$ cat src/rtl/calc_display_writer.sv
// Binary-to-BCD result writer: sequential double-dabble conversion with a load/busy/done
// handshake, feeding a continuously scanned 4-digit active-low 7-segment display.
module calc_display_writer #(
    parameter int SCAN_DIV = 50000
) (
    input  logic        clk,
    input  logic        rst_n,
    input  logic [31:0] number,
    input  logic        load,
    output logic        busy,
    output logic        done,
    output logic [15:0] bcd,
    output logic        overflow,
    output logic [3:0]  an,
    output logic [6:0]  seg
);
    localparam int CW = (SCAN_DIV > 2) ? $clog2(SCAN_DIV) : 1;

    typedef enum logic [1:0] {S_IDLE, S_SHIFT, S_DONE} state_t;

    state_t        state_q, state_d;
    logic [13:0]   bin_q, bin_d;
    logic [15:0]   acc_q, acc_d;
    logic [3:0]    step_q, step_d;
    logic [15:0]   bcd_q, bcd_d;
    logic          ovf_q, ovf_d;
    logic [CW-1:0] cnt_q, cnt_d;
    logic [1:0]    idx_q, idx_d;
    logic [15:0]   adj;
    logic [3:0]    digit;
    logic          blank;

    // Add-3 correction on every nibble that would overflow past 9 after the shift
    for (genvar gi = 0; gi < 4; gi++) begin : g_adj
        assign adj[gi*4 +: 4] = (acc_q[gi*4 +: 4] >= 4'd5) ? acc_q[gi*4 +: 4] + 4'd3
                                                           : acc_q[gi*4 +: 4];
    end

    always_comb begin
        state_d = state_q;
        bin_d   = bin_q;
        acc_d   = acc_q;
        step_d  = step_q;
        bcd_d   = bcd_q;
        ovf_d   = ovf_q;
        case (state_q)
            S_IDLE: begin
                if (load) begin
                    if (number > 32'd9999) begin
                        bcd_d   = 16'hFFFF;
                        ovf_d   = 1'b1;
                        state_d = S_DONE;
                    end else begin
                        bin_d   = number[13:0];
                        acc_d   = 16'h0000;
                        step_d  = 4'd0;
                        state_d = S_SHIFT;
                    end
                end
            end
            S_SHIFT: begin
                acc_d  = {adj[14:0], bin_q[13]};
                bin_d  = {bin_q[12:0], 1'b0};
                step_d = step_q + 4'd1;
                if (step_q == 4'd13) begin
                    bcd_d   = {adj[14:0], bin_q[13]};
                    ovf_d   = 1'b0;
                    state_d = S_DONE;
                end
            end
            S_DONE:  state_d = S_IDLE;
            default: state_d = S_IDLE;
        endcase
    end

    always_comb begin
        cnt_d = cnt_q + CW'(1);
        idx_d = idx_q;
        if (cnt_q == CW'(SCAN_DIV - 1)) begin
            cnt_d = '0;
            idx_d = idx_q + 2'd1;
        end
    end

    always_ff @(posedge clk) begin
        if (!rst_n) begin
            state_q <= S_IDLE;
            bin_q   <= '0;
            acc_q   <= '0;
            step_q  <= '0;
            bcd_q   <= '0;
            ovf_q   <= 1'b0;
            cnt_q   <= '0;
            idx_q   <= '0;
        end else begin
            state_q <= state_d;
            bin_q   <= bin_d;
            acc_q   <= acc_d;
            step_q  <= step_d;
            bcd_q   <= bcd_d;
            ovf_q   <= ovf_d;
            cnt_q   <= cnt_d;
            idx_q   <= idx_d;
        end
    end

    // A digit is blanked only when it and every more significant digit are zero
    always_comb begin
        digit = bcd_q[3:0];
        blank = 1'b0;
        case (idx_q)
            2'd0: digit = bcd_q[3:0];
            2'd1: begin
                digit = bcd_q[7:4];
                blank = (bcd_q[15:4] == 12'h000);
            end
            2'd2: begin
                digit = bcd_q[11:8];
                blank = (bcd_q[15:8] == 8'h00);
            end
            default: begin
                digit = bcd_q[15:12];
                blank = (bcd_q[15:12] == 4'h0);
            end
        endcase
    end

    always_comb begin
        seg = 7'h7F;
        if (ovf_q) begin
            seg = 7'b0111111;
        end else if (!blank) begin
            case (digit)
                4'd0:    seg = 7'b1000000;
                4'd1:    seg = 7'b1111001;
                4'd2:    seg = 7'b0100100;
                4'd3:    seg = 7'b0110000;
                4'd4:    seg = 7'b0011001;
                4'd5:    seg = 7'b0010010;
                4'd6:    seg = 7'b0000010;
                4'd7:    seg = 7'b1111000;
                4'd8:    seg = 7'b0000000;
                4'd9:    seg = 7'b0010000;
                default: seg = 7'h7F;
            endcase
        end
    end

    assign an       = ~(4'b0001 << idx_q);
    assign busy     = (state_q == S_SHIFT);
    assign done     = (state_q == S_DONE);
    assign bcd      = bcd_q;
    assign overflow = ovf_q;

endmodule

$ cat config.mk
export PLATFORM = sky130hd
export DESIGN_NAME = calc_display_writer
export DESIGN_NICKNAME = d
export VERILOG_FILES = /design/src/rtl/calc_display_writer.sv
export SDC_FILE = /design/constraint.sdc
export NUM_CORES = 1
export LEC_CHECK = 0
export CAP_MARGIN = 20
export CELL_PAD_IN_SITES_DETAIL_PLACEMENT = 1
export CELL_PAD_IN_SITES_GLOBAL_PLACEMENT = 2
export CORE_MARGIN = 3
export CORE_UTILIZATION = 34
export CTS_BUF_LIST = sky130_fd_sc_hd__clkbuf_4 sky130_fd_sc_hd__clkbuf_8 sky130_fd_sc_hd__clkbuf_16
export CTS_CLUSTER_DIAMETER = 50
export DETAILED_ROUTE_END_ITERATION = 7
export GPL_TIMING_DRIVEN = 0
export PLACE_DENSITY = 0.84
export SYNTH_ARGS = -nofsm -noshare
export SYNTH_HDL_FRONTEND = slang
export SYNTH_SLANG_ARGS = --single-unit
$ cat constraint.sdc
create_clock -name clk -period 3 [get_ports clk]
set_input_delay 0.3 -clock clk [delete_from_list [all_inputs] [get_ports clk]]
set_output_delay 0.3 -clock clk [all_outputs]
set_load 0.02 [all_outputs]
Word-level counts from Yosys, hierarchy flattened
Memory sizes are Yosys's and may differ from the RTL's.
Cells that the tools add are included.
{ "word_totals": {"word_cells": 73, "ramBits": 0, "romBits": 112, "n_memories": 1, "in_bits": 35, "reg_bits": 71, "latch_bits": 0, "out_inout_bits": 30} }
{ "mem_list": {"columns": ["memory", "words", "word_bits", "rd", "rd_clocked_by_memory_dff", "write_ports", "line", "source"], "rows": [
  ["(name not given)", 16, 7, 1, 0, 0, "133", "case (digit)"]
]} }
{ "classes": {"multipliers": 0, "shifts": 1, "add_sub_neg": 7, "order_cmp": 5, "bitwise_logic": 2, "div_mod_pow": 0, "reduce_logical": 10, "eq_ne": 10, "mux": 29} }
{ "op_table": {"columns": ["operator", "n"], "rows": [
  ["$mux W16", 5],
  ["$pmux W16 S2", 2],
  ["$gt A32 B14 Y1 const B", 1],
  ["$mux W14", 2],
  ["$pmux W14 S2", 1],
  ["$mux W4", 5],
  ["$add A16 B1 Y16 const B", 1],
  ["$eq A16 B16 Y1 const B", 1],
  ["$ge A4 B3 Y1 const B", 4],
  ["$mux W7", 2],
  ["$add A4 B2 Y4 const B", 3],
  ["$logic_not A12 Y1", 1],
  ["$pmux W4 S3", 1],
  ["$logic_not A8 Y1", 1],
  ["$pmux W4 S2", 1],
  ["$mux W2", 3],
  ["$ne A2 B2 Y1 const B", 3],
  ["$add A4 B1 Y4 const B", 1],
  ["$eq A2 B1 Y1 const B", 2],
  ["$eq A2 B2 Y1 const B", 2],
  ["$eq A4 B4 Y1 const B", 1],
  ["$logic_not A2 Y1", 2],
  ["$logic_not A4 Y1", 1],
  ["$not A4 Y4", 1],
  ["15 further kinds", 17]
]} }

Logic depth before layout (Yosys ltp)
Gate-level depths: netlist of run 1.
An unclocked memory read counts as a cell.
{ "depth": {"ltp_word": 5, "depth_mapped": 9, "ltp_nobuf": 9} }

Worst setup path after synthesis of run 1
No wires, ideal clock.
{ "synth_timing": {"path_kind": "register -> output", "from": "register idx_q[0]", "to": "output port seg[6]", "t_required_ns": 2.700, "path_stages_with_launch": 9, "setup_slack_ns": 0.720, "n_path_buf": 0, "arrival_ns": 1.980, "cell_sequence": "dfxtp_1 inv_1 ha_1 a222oi_1 mux2i_1 inv_1 xnor2_1 o22ai_1 a31oi_1"} }
{ "synth_via": {"elab_chain_cells": 5, "elab_cells_between_ends": 8, "classes_between": "eq/ne: 2; mux: 4; reduce/logical: 1; memory: 1"} }
{ "synth_lines": {"columns": ["item", "line", "source"], "rows": [
  ["start: declaration", "28", "logic [1:0] idx_q, idx_d;"],
  ["start signal: assignment", "103", "idx_q <= idx_d;"],
  ["$eq A2 B2 Y1 (tied with other cells)", "111", "case (idx_q)"],
  ["$pmux W4 S3", "111", null],
  ["$mem_v2 Z16 W7", null, null],
  ["$mux W7 *", "132", "end else if (!blank) begin"],
  ["$mux W7 *", "130", "if (ovf_q) begin"],
  ["end: declaration", "15", "output logic [6:0] seg"]
]} }
Every way passes the cells marked *; elsewhere a longest branch is shown, timed or not.

Final worst setup path of run 1
{ "layout_timing": {"from": "register idx_q[0]", "to": "output port seg[5]"} }
The elaborated chain is that of the path after synthesis.

==> results_dict.tcl, run 1 <==
set metrics [dict create \
    status "finished, final reports clean" \
    tightest_slew_ns 0.596 \
    initial_utilization_pct 35.1 \
    r2r_slack_ns 0.87 \
    worstReg2RegEnd "cnt_q[9]$_SDFF_PP0_" \
    period_share_pct 95.5 \
    synth-edff-count 0 \
    yosysWarnings 0 \
    clkPwrFrac_pct 37.7 \
    hpwl_um 7830 \
    holdPathStages 2 \
    slew_headroom_pct 60.1 \
    die_w_um 110 \
    tns_ns 0 \
    vias 3300 \
    hold_class "flip-flop to flip-flop" \
    internal_power_w 0.00151 \
    row_count 37 \
    dpl_cell_area_um2 4450 \
    grt_pass1_vias 3466 \
    combPwrFrac_pct 13.6 \
    numCtsBuffers 9 \
    critPathKind "flip-flop to output pin" \
    start_kind "flip-flop" \
    clkTransAtPathRegs_ns 0.08 \
    avgSynthCellArea_um2 8.93 \
    clockRootBuffer "clkbuf_8" \
    dp_cells 607 \
    layout_common_cells "dfxtp_1, clkdlybuf4s50_1, nand2_1, nor2_1, nand3_1" \
    reg2regPathDepth 7 \
    final_cells 627 \
    gp_congestion 0.769 \
    hold_buffers 0 \
    drt-wirelength-per-cell_um 16.1 \
    holdPathEnd "bin_q[0]$_SDFFE_PN0P_" \
    layout_commonest_cell "dfxtp_1" \
    switching_power_w 0.000533 \
    ir_drop_mv 0.173 \
    drv_slew 0 \
    wl_um 10100 \
    maxCapViolations 0 \
    async_reset_ff_share_pct 0 \
    holdCritStartpoint "bin_q[0]$_SDFFE_PN0P_" \
    ant_nets 0 \
    crit_path_max_fanout 5 \
    drt-initial-drc-count 98 \
    synth-main-ff-cell "dfxtp_1" \
    ios 65 \
    final_nets 540 \
    final_area_um2 4680 \
    clockBufferDepth 2 \
    critPathArrivalTime_ns 2.57 \
    grt_antenna_before_repair 0 \
    setup-violations-final 0 \
    grt_overflow 0 \
    netlist_area_um2 3640 \
    cts.sinks 71 \
    grt_max_degree 13 \
    die_h_um 110 \
    diodes 0 \
    seq_power_share_pct 48.7 \
    cp.required_ns 2.70 \
    p_per_area_nw_per_um2 436 \
    drcViolationCount 0 \
    synthCells 408 \
    drive_above_1_share_pct 10.6 \
    finClkSkew_ns 0.00557 \
    hold_viol 0 \
    port_buffers 63 \
    dr.pass1.iters 6 \
    syn_nets 462 \
    clock_latency_ns 0.34 \
    cts_max_level 3 \
    synth_seq_area_share_pct 39.0 \
    fp.coreArea_um2 10400 \
    rsz0062_at_grt "no" \
    grt_use_total_pct 17.8 \
    via_per_inst 5.26 \
    syn_to_final_growth_pct 28.4 \
    yosysUniqueCellTypes 44 \
    timing.fmax_mhz 349 \
    grt_pass1_wl_um 16900 \
    p_leak_nw 1.94 \
    die_area_um2 12000 \
    synth-seq-cells 71 \
    r2r-start "cnt_q[0]$_SDFF_PP0_" \
    switching_share_pct 26.2 \
    fin_crit_ns 2.87 \
    cp-end-kind "output pin" \
    cts_tree "yes" \
]
==> cell usage after synthesis, drive strengths merged, types with 2 or more instances <==
master	instances	area [um^2]
dfxtp	71	1420
nand2	49	184
nor2	27	101
inv	24	90.1
nand3	24	120
ha	19	238
o211a	17	170
o21ai	17	85.1
xnor2	16	140
clkbuf	13	48.8
a22o	12	105
o221a	12	135
a21oi	11	55.1
nor4	10	105
nand2b	9	56.3
mux2i	8	80.1
nand4	8	50.1
buf	7	53.8
and2	5	31.3
nand3b	5	37.5
a222oi	4	40.0
and3	4	25.0
nor3	4	20.0
nor3b	4	30.0
xor2	4	35.0
a21o	3	22.5
a31oi	3	18.8
nor2b	3	18.8
o31ai	3	22.5
mux2	2	22.5
o211ai	2	15.0
==> worst max-delay path, cell delays in order, from the launching register on <==
cell	delay, ns
dfxtp_4	0.38
inv_1	0.06
ha_1	0.26
a222oi_1	0.44
mux2i_2	0.18
buf_4	0.18
ha_1	0.20
nor2_1	0.10
o21ai_0	0.10
clkdlybuf4s15_1	0.33
==> per-layer routing <==
layer	vias up	wire (um)	GRT usage, %
met2	50	5060	31.5
met1	1617	4680	22.6
met4	0	87	4.90
met5	-	0	0
met3	10	287	2.52
li1	1623	-	-
==> worst max-delay path by stage <==
stage	slack (ns)	cells after the start	endpoint	startpoint
CTS	0.01	10	seg[4]	idx_q[0]$_SDFFE_PN0P_
finish	0.13	9	seg[5]	idx_q[0]$_SDFFE_PN0P_
floorplan	0.72	8	seg[6]	idx_q[0]$_SDFFE_PN0P_
global route	0.005	9	seg[3]	idx_q[0]$_SDFFE_PN0P_
detailed placement	-0.07	9	seg[4]	idx_q[0]$_SDFFE_PN0P_
global placement	0.05	9	seg[4]	idx_q[0]$_SDFFE_PN0P_
==> flip-flops by register name, summed over array words and instances (netlist names) <==
register	cells
step_q	4
overflow	1
bin_q	14
acc_q	16
cnt_q	16
idx_q	2
bcd	16
state_q	2
==> timing repair <==
action / 4_1_cts / 5_1_grt
setup buffers: 4 / 1
hold endpoints to repair: 0 / 0
pin swaps: 2 / 1
endpoints found under the setup margin: 7 / 5
gates resized for setup: 12 / 11
==> cell families (layout without fill, tap and decap cells) <==
family          count (synthesis)  after routing  share of synthesized area (%)
simple gates                  156            156                           22.3
compound gates                 88             88                           19.3
xor+xnor                       20             20                           4.81
fa+ha+maj                      19             19                           6.52
flops                          71             71                           39.0
mux                            10             10                           2.82
buf+inv                        44            127                           5.29
==> layout make-up <==
type	instances	area, um^2
Sequential cell	71	1430
Tap cell	136	170
Buffer	19	98.8
Timing Repair Buffer	68	649
Clock inverter	6	60.1
Multi-Input combinational cell	293	2050
Clock buffer	10	138
Inverter	24	90.1
Fill cell	1236	5690
==> power groups by stage <==
stage	Combinational [W]	Sequential (W)	Clock (W)
6_report	0.000278	0.000994	0.000768
5_1_grt	0.000300	0.000997	0.000837
4_1_cts	0.000280	0.000994	0.000782
3_5_place_dp	0.000282	0.00102	0
3_3_place_gp	0.000277	0.00102	0
2_1_floorplan	0.000117	0.00103	0
==> per-stage QoR <==
stage / power (W) / hold slack [ns] / setup WS, ns / utilization (%)
3_3_place_gp: 0.00129 / 0.451 / 0.0536 / 42.9
2_1_floorplan: 0.00114 / 0.436 / 0.720 / -
4_1_cts: 0.00206 / 0.468 / 0.0113 / 45.1
6_report: 0.00204 / 0.462 / 0.135 / 45.1
5_1_grt: 0.00213 / 0.512 / 0.00476 / 45.1
3_5_place_dp: 0.00130 / 0.455 / -0.0736 / 42.9
Power figures use the tool's default switching activity.
==> run 2: changes to the inputs <==
- ABC_AREA: not set -> 1
- CORE_UTILIZATION: 34 -> 31
==> results_dict.tcl, run 2 <==
set metrics [dict create \
    status "finished, final reports clean" \
    synth-edff-count 0 \
    grt_use_total_pct 16.8 \
    ios 65 \
    grt_pass1_wl_um 19500 \
    fp.coreArea_um2 12300 \
    timing.fmax_mhz 363 \
    reg2regPathDepth 9 \
    yosys.area.top_type "dfxtp_1" \
    cts.sinks 71 \
    hpwl_um 9070 \
    ir_drop_mv 0.253 \
    wirelength_met1_um 5440 \
    diodes 0 \
    syn_nets 648 \
    synth_top_cell_area_share_pct 35.7 \
    finClkSkew_ns 0.00592 \
    synth-main-ff-cell "dfxtp_1" \
    drive_above_1_share_pct 7.40 \
    drt-wirelength-per-cell_um 13.8 \
    dr.pass1.iters 5 \
    setup-violations-final 0 \
    cts_max_level 3 \
    async_reset_ff_share_pct 0 \
    cts_tree "yes" \
    synth_seq_area_share_pct 35.7 \
    final_area_um2 5130 \
    holdPathStages 1 \
    yosysWarnings 0 \
    p_per_area_nw_per_um2 449 \
    clock_latency_ns 0.34 \
    top_layer "met4" \
    synth.most_common_cell "nand2_1" \
    final_cells 844 \
    critPathArrivalTime_ns 2.46 \
    start_kind "flip-flop" \
    netlist_area_um2 3990 \
    route.met3.wl_um 380 \
    clockBufferDepth 2 \
    fin_util_pct 41.7 \
    port_buffers 64 \
    fin_crit_ns 2.76 \
    hold_viol 0 \
    critPathKind "flip-flop to output pin" \
    clockRootBuffer "clkbuf_16" \
    ant_nets 0 \
    synthTopCellsByCount "nand2_1, inv_1, dfxtp_1" \
    die_w_um 119 \
    grt_pass1_vias 4086 \
    synthCells 594 \
    row_count 40 \
    timing.hold.ws_ns 0.455 \
    clkTransAtPathRegs_ns 0.06 \
    die_h_um 119 \
    numCtsBuffers 9 \
    layout_commonest_cell "nand2_1" \
    wl_um 11700 \
    hold_buffers 0 \
    via_per_inst 4.70 \
    dp_cells 826 \
    gp_congestion 0.791 \
    cp.required_ns 2.70 \
    period_share_pct 91.9 \
    synth_area_leaders "dfxtp_1, nand2_1, inv_1, a21oi_1, ha_1" \
    layout_common_cells "nand2_1, inv_1, dfxtp_1, a21oi_1, clkdlybuf4s50_1" \
    total_power_w 0.00230 \
    yosysUniqueCellTypes 34 \
    drcViolationCount 0 \
    tightest_slew_ns 0.561 \
    maxCapViolations 0 \
    vias 3963 \
    cp-end-kind "output pin" \
    slew_headroom_pct 62.6 \
    grt_max_degree 12 \
    drv_slew 0 \
    avgSynthCellArea_um2 6.71 \
    synth-seq-cells 71 \
    wl_met2_um 5700 \
    syn_to_final_growth_pct 28.7 \
    initial_utilization_pct 32.4 \
    grt_antenna_before_repair 0 \
    die_area_um2 14300 \
    crit_path_max_fanout 6 \
    final_nets 725 \
    grt_overflow 0 \
    drt-initial-drc-count 224 \
    dpl_cell_area_um2 4840 \
    p_leak_nw 2.17 \
    hold_class "flip-flop to flip-flop" \
]
-- run 2: cell count changes after synthesis, moves of 9 or more --
| cell | change |
|---|---|
| xnor2_1 | -15 |
| inv_1 | +58 |
| nor2_1 | +18 |
| nand3_1 | +18 |
| nand2_1 | +128 |
| o211a_1 | -17 |
| a22o_1 | -12 |
| a21oi_1 | +48 |
| nand2b_1 | -9 |
-- run 2: path summary, 6_finish.rpt --
kind	start	end	slack [ns]
setup / recovery	idx_q[0]$_SDFFE_PN0P_	seg[1]	0.24
setup reg to reg	cnt_q[0]$_SDFF_PP0_	cnt_q[6]$_SDFF_PP0_	1.24
hold / removal	cnt_q[0]$_SDFF_PP0_	cnt_q[0]$_SDFF_PP0_	0.45
hold reg to reg	cnt_q[0]$_SDFF_PP0_	cnt_q[0]$_SDFF_PP0_	0.45
-- run 2: layout make-up --
| cell class | count | area, um^2 |
|---|---|---|
| fillers | 1612 | 7180 |
| multi-input cells | 421 | 2140 |
| flip-flops and latches | 71 | 1420 |
| repair buffers | 66 | 643 |
| inverters | 84 | 315 |
| clock buffers | 12 | 260 |
| well taps | 168 | 210 |
| plain buffers | 18 | 120 |
| clock inverters | 4 | 20.0 |
-- run 2: cells by family (layout without fill, tap and decap cells) --
kind of cell | count (synthesis) | after routing | share of synthesized area (%)
simple gates | 292 | 292 | 31.3
buf+inv | 102 | 184 | 10.9
compound gates | 97 | 97 | 13.3
flops | 71 | 71 | 35.7
fa+ha+maj | 19 | 19 | 5.96
xor+xnor | 13 | 13 | 2.86
-- run 2: what timing repair did --
item | 4_1_cts | 5_1_grt
gates resized for setup | 8 | 3
setup buffers | 1 | 1
endpoints found under the setup margin | 7 | 4
pin swaps | 1 | 1
-- run 2: report_power, final --
| part | total [W] | internal, W | switching, W |
|---|---|---|---|
| Sequential | 0.000988 | 0.000966 | 0.0000221 |
| Clock | 0.00102 | 0.000608 | 0.000413 |
| Combinational | 0.000293 | 0.000133 | 0.000160 |
| Total | 0.00230 | 0.00171 | 0.000595 |
-- run 2: routing by layer --
layer	up-vias	global-route usage [%]
li1	2034	-
met1	1848	21.0
met2	68	29.2
met3	13	3.56
met4	0	4.51
met5	-	0
-- run 2: critical path: stages, from the launching register on --
cell and delay [ns]:
dfxtp_1 0.38, inv_1 0.11, ha_1 0.27, inv_1 0.13
o21ai_0 0.12, o21ai_2 0.21, inv_2 0.09, o21ai_1 0.18
nand2_1 0.12, nor2_4 0.13, nand2_1 0.06, dlygate4sd2_1 0.32
-- run 2: per-stage QoR --
step,setup TNS [ns],worst slack (ns)
floorplan,0,0.825
global placement,0,0.224
detailed placement,0,0.160
CTS,0,0.0632
global route,-0.000176,-0.000176
finish,0,0.244
==> run 3: changes to the inputs <==
- CTS_BUF_LIST: sky130_fd_sc_hd__clkbuf_4 sky130_fd_sc_hd__clkbuf_8 sky130_fd_sc_hd__clkbuf_16 -> sky130_fd_sc_hd__clkbuf_16
- SKIP_LAST_GASP: not set -> 1
==> results_dict.tcl, run 3 (synthesis gave the netlist of run 2 again) <==
set metrics [dict create \
    status "finished, final reports clean" \
    grt_antenna_before_repair 0 \
    grt_max_degree 12 \
    die_h_um 119 \
    holdPathStages 1 \
    vias 3974 \
    cp.required_ns 2.70 \
    cts_max_level 3 \
    total_power_w 0.00225 \
    drv_slew 0 \
    hold_buffers 0 \
    ios 65 \
    cts_tree "yes" \
    clkTransAtPathRegs_ns 0.06 \
    wl_um 11800 \
    tightest_slew_ns 0.546 \
    tns_ns 0 \
    setup-violations-final 0 \
    crit_path_max_fanout 6 \
    critPathArrivalTime_ns 2.47 \
    cpPeakStageDelay_ns 0.38 \
    port_buffers 64 \
    drive_above_1_share_pct 7.51 \
    grt_pass1_vias 4081 \
    ir_drop_mv 0.253 \
    cp_cell_sequence "inv_1 > ha_1 > inv_1 > o21ai_0 > o21ai_2 > inv_2 > o21ai_1 > nand2_1 > nor2_4 > nand2_1 > dlygate4sd2_1" \
    fin_crit_ns 2.77 \
    layout_common_cells "nand2_1, inv_1, dfxtp_1, a21oi_1, clkdlybuf4s50_1" \
    holdCritStartpoint "cnt_q[0]$_SDFF_PP0_" \
    layout_commonest_cell "nand2_1" \
    hold_viol 0 \
    gp_congestion 0.791 \
    die_w_um 119 \
    timing.fmax_mhz 361 \
    r2r-start "step_q[0]$_SDFFE_PN0P_" \
    period_share_pct 92.3 \
    fp.coreArea_um2 12300 \
    clockBufferDepth 2 \
    slew_headroom_pct 63.6 \
    p_leak_nw 2.18 \
    crit_slowest_cell "dfxtp_1" \
    start_kind "flip-flop" \
    grt_use_total_pct 16.8 \
    cts.sinks 71 \
    holdPathEnd "cnt_q[0]$_SDFF_PP0_" \
    grt_overflow 0 \
    hpwl_um 9070 \
    r2r_slack_ns 1.24 \
    final_nets 728 \
    grt_pass1_wl_um 19500 \
    hold_class "flip-flop to flip-flop" \
    clock_latency_ns 0.34 \
    numCtsBuffers 9 \
    ant_nets 0 \
    finClkSkew_ns 0.00658 \
    row_count 40 \
    critPathKind "flip-flop to output pin" \
    via_per_inst 4.69 \
    cp-end-kind "output pin" \
    p_per_area_nw_per_um2 438 \
    drt-initial-drc-count 206 \
    initial_utilization_pct 32.4 \
    fin_util_pct 41.7 \
    dr.pass1.iters 4 \
    rsz0062_at_grt "no" \
    diodes 0 \
    dpl_cell_area_um2 4840 \
    clockRootBuffer "clkbuf_16" \
    maxCapViolations 0 \
    final_area_um2 5140 \
    fill_cells 1610 \
    drt-wirelength-per-cell_um 13.9 \
    syn_to_final_growth_pct 28.8 \
    die_area_um2 14300 \
    reg2regPathDepth 7 \
    drcViolationCount 0 \
    worstReg2RegEnd "bcd[15]$_SDFFE_PN0P_" \
]
==> run 3: final cells by class <==
type / count / area [um^2] / share of cell area, %
multi-input cells: 421 / 2140 / 41.7
clock buffers: 9 / 225 / 4.38
plain buffers: 18 / 120 / 2.34
well taps: 168 / 210 / 4.09
repair buffers: 69 / 669 / 13.0
flip-flops and latches: 71 / 1420 / 27.7
inverters: 84 / 315 / 6.14
clock inverters: 7 / 31.3 / 0.609
==> run 3: where the power goes <==
group	internal, W	leakage, nW	switching [W]
clock network	0.000545	0.135	0.000418
logic	0.000138	1.46	0.000162
registers	0.000966	0.578	0.0000223
total	0.00165	2.18	0.000602
==> run 3: worst max-delay path, delay by kind of cell (launching register included) <==
family	cells	cell delay, ns
simple gates	3	0.31
flops	1	0.38
compound gates	3	0.52
fa+ha+maj	1	0.27
buf+inv	4	0.66
==> run 3: layer usage <==
layer / GRT usage, % / vias to the layer above / wire length, um
li1: - / 2040 / -
met5: 0 / - / 0
met1: 20.9 / 1855 / 5520
met3: 3.13 / 14 / 376
met2: 29.2 / 65 / 5700
met4: 5.80 / 0 / 169
==> run 3: worst max path at each step <==
stage                           from      to  slack (ns)  cells past startpoint
3_5_place_dp   idx_q[1]$_SDFFE_PN0P_  seg[4]        0.16                     11
3_3_place_gp   idx_q[1]$_SDFFE_PN0P_  seg[4]        0.22                     11
5_1_grt        idx_q[0]$_SDFFE_PN0P_  seg[1]       0.005                     11
6_report       idx_q[0]$_SDFFE_PN0P_  seg[1]        0.23                     11
4_1_cts        idx_q[1]$_SDFFE_PN0P_  seg[6]       -0.06                     14
2_1_floorplan  idx_q[1]$_SDFFE_PN0P_  seg[4]        0.83                     11
==> run 3: stage by stage <==
stage,setup WS [ns],hold slack [ns],instances
after global routing,0.00456,0.485,847
after floorplan,0.825,0.418,594
after detailed placement,0.160,0.450,826
after global placement,0.224,0.430,826
after CTS,-0.0594,0.460,843
final,0.230,0.455,847
==> run 3: timing repair <==
item                                   4_1_cts  5_1_grt
setup endpoints to repair                    7        5
pin swaps                                    1        2
gates resized for setup                      7        6
endpoints found under the hold margin        0        0
setup buffers                                1        4
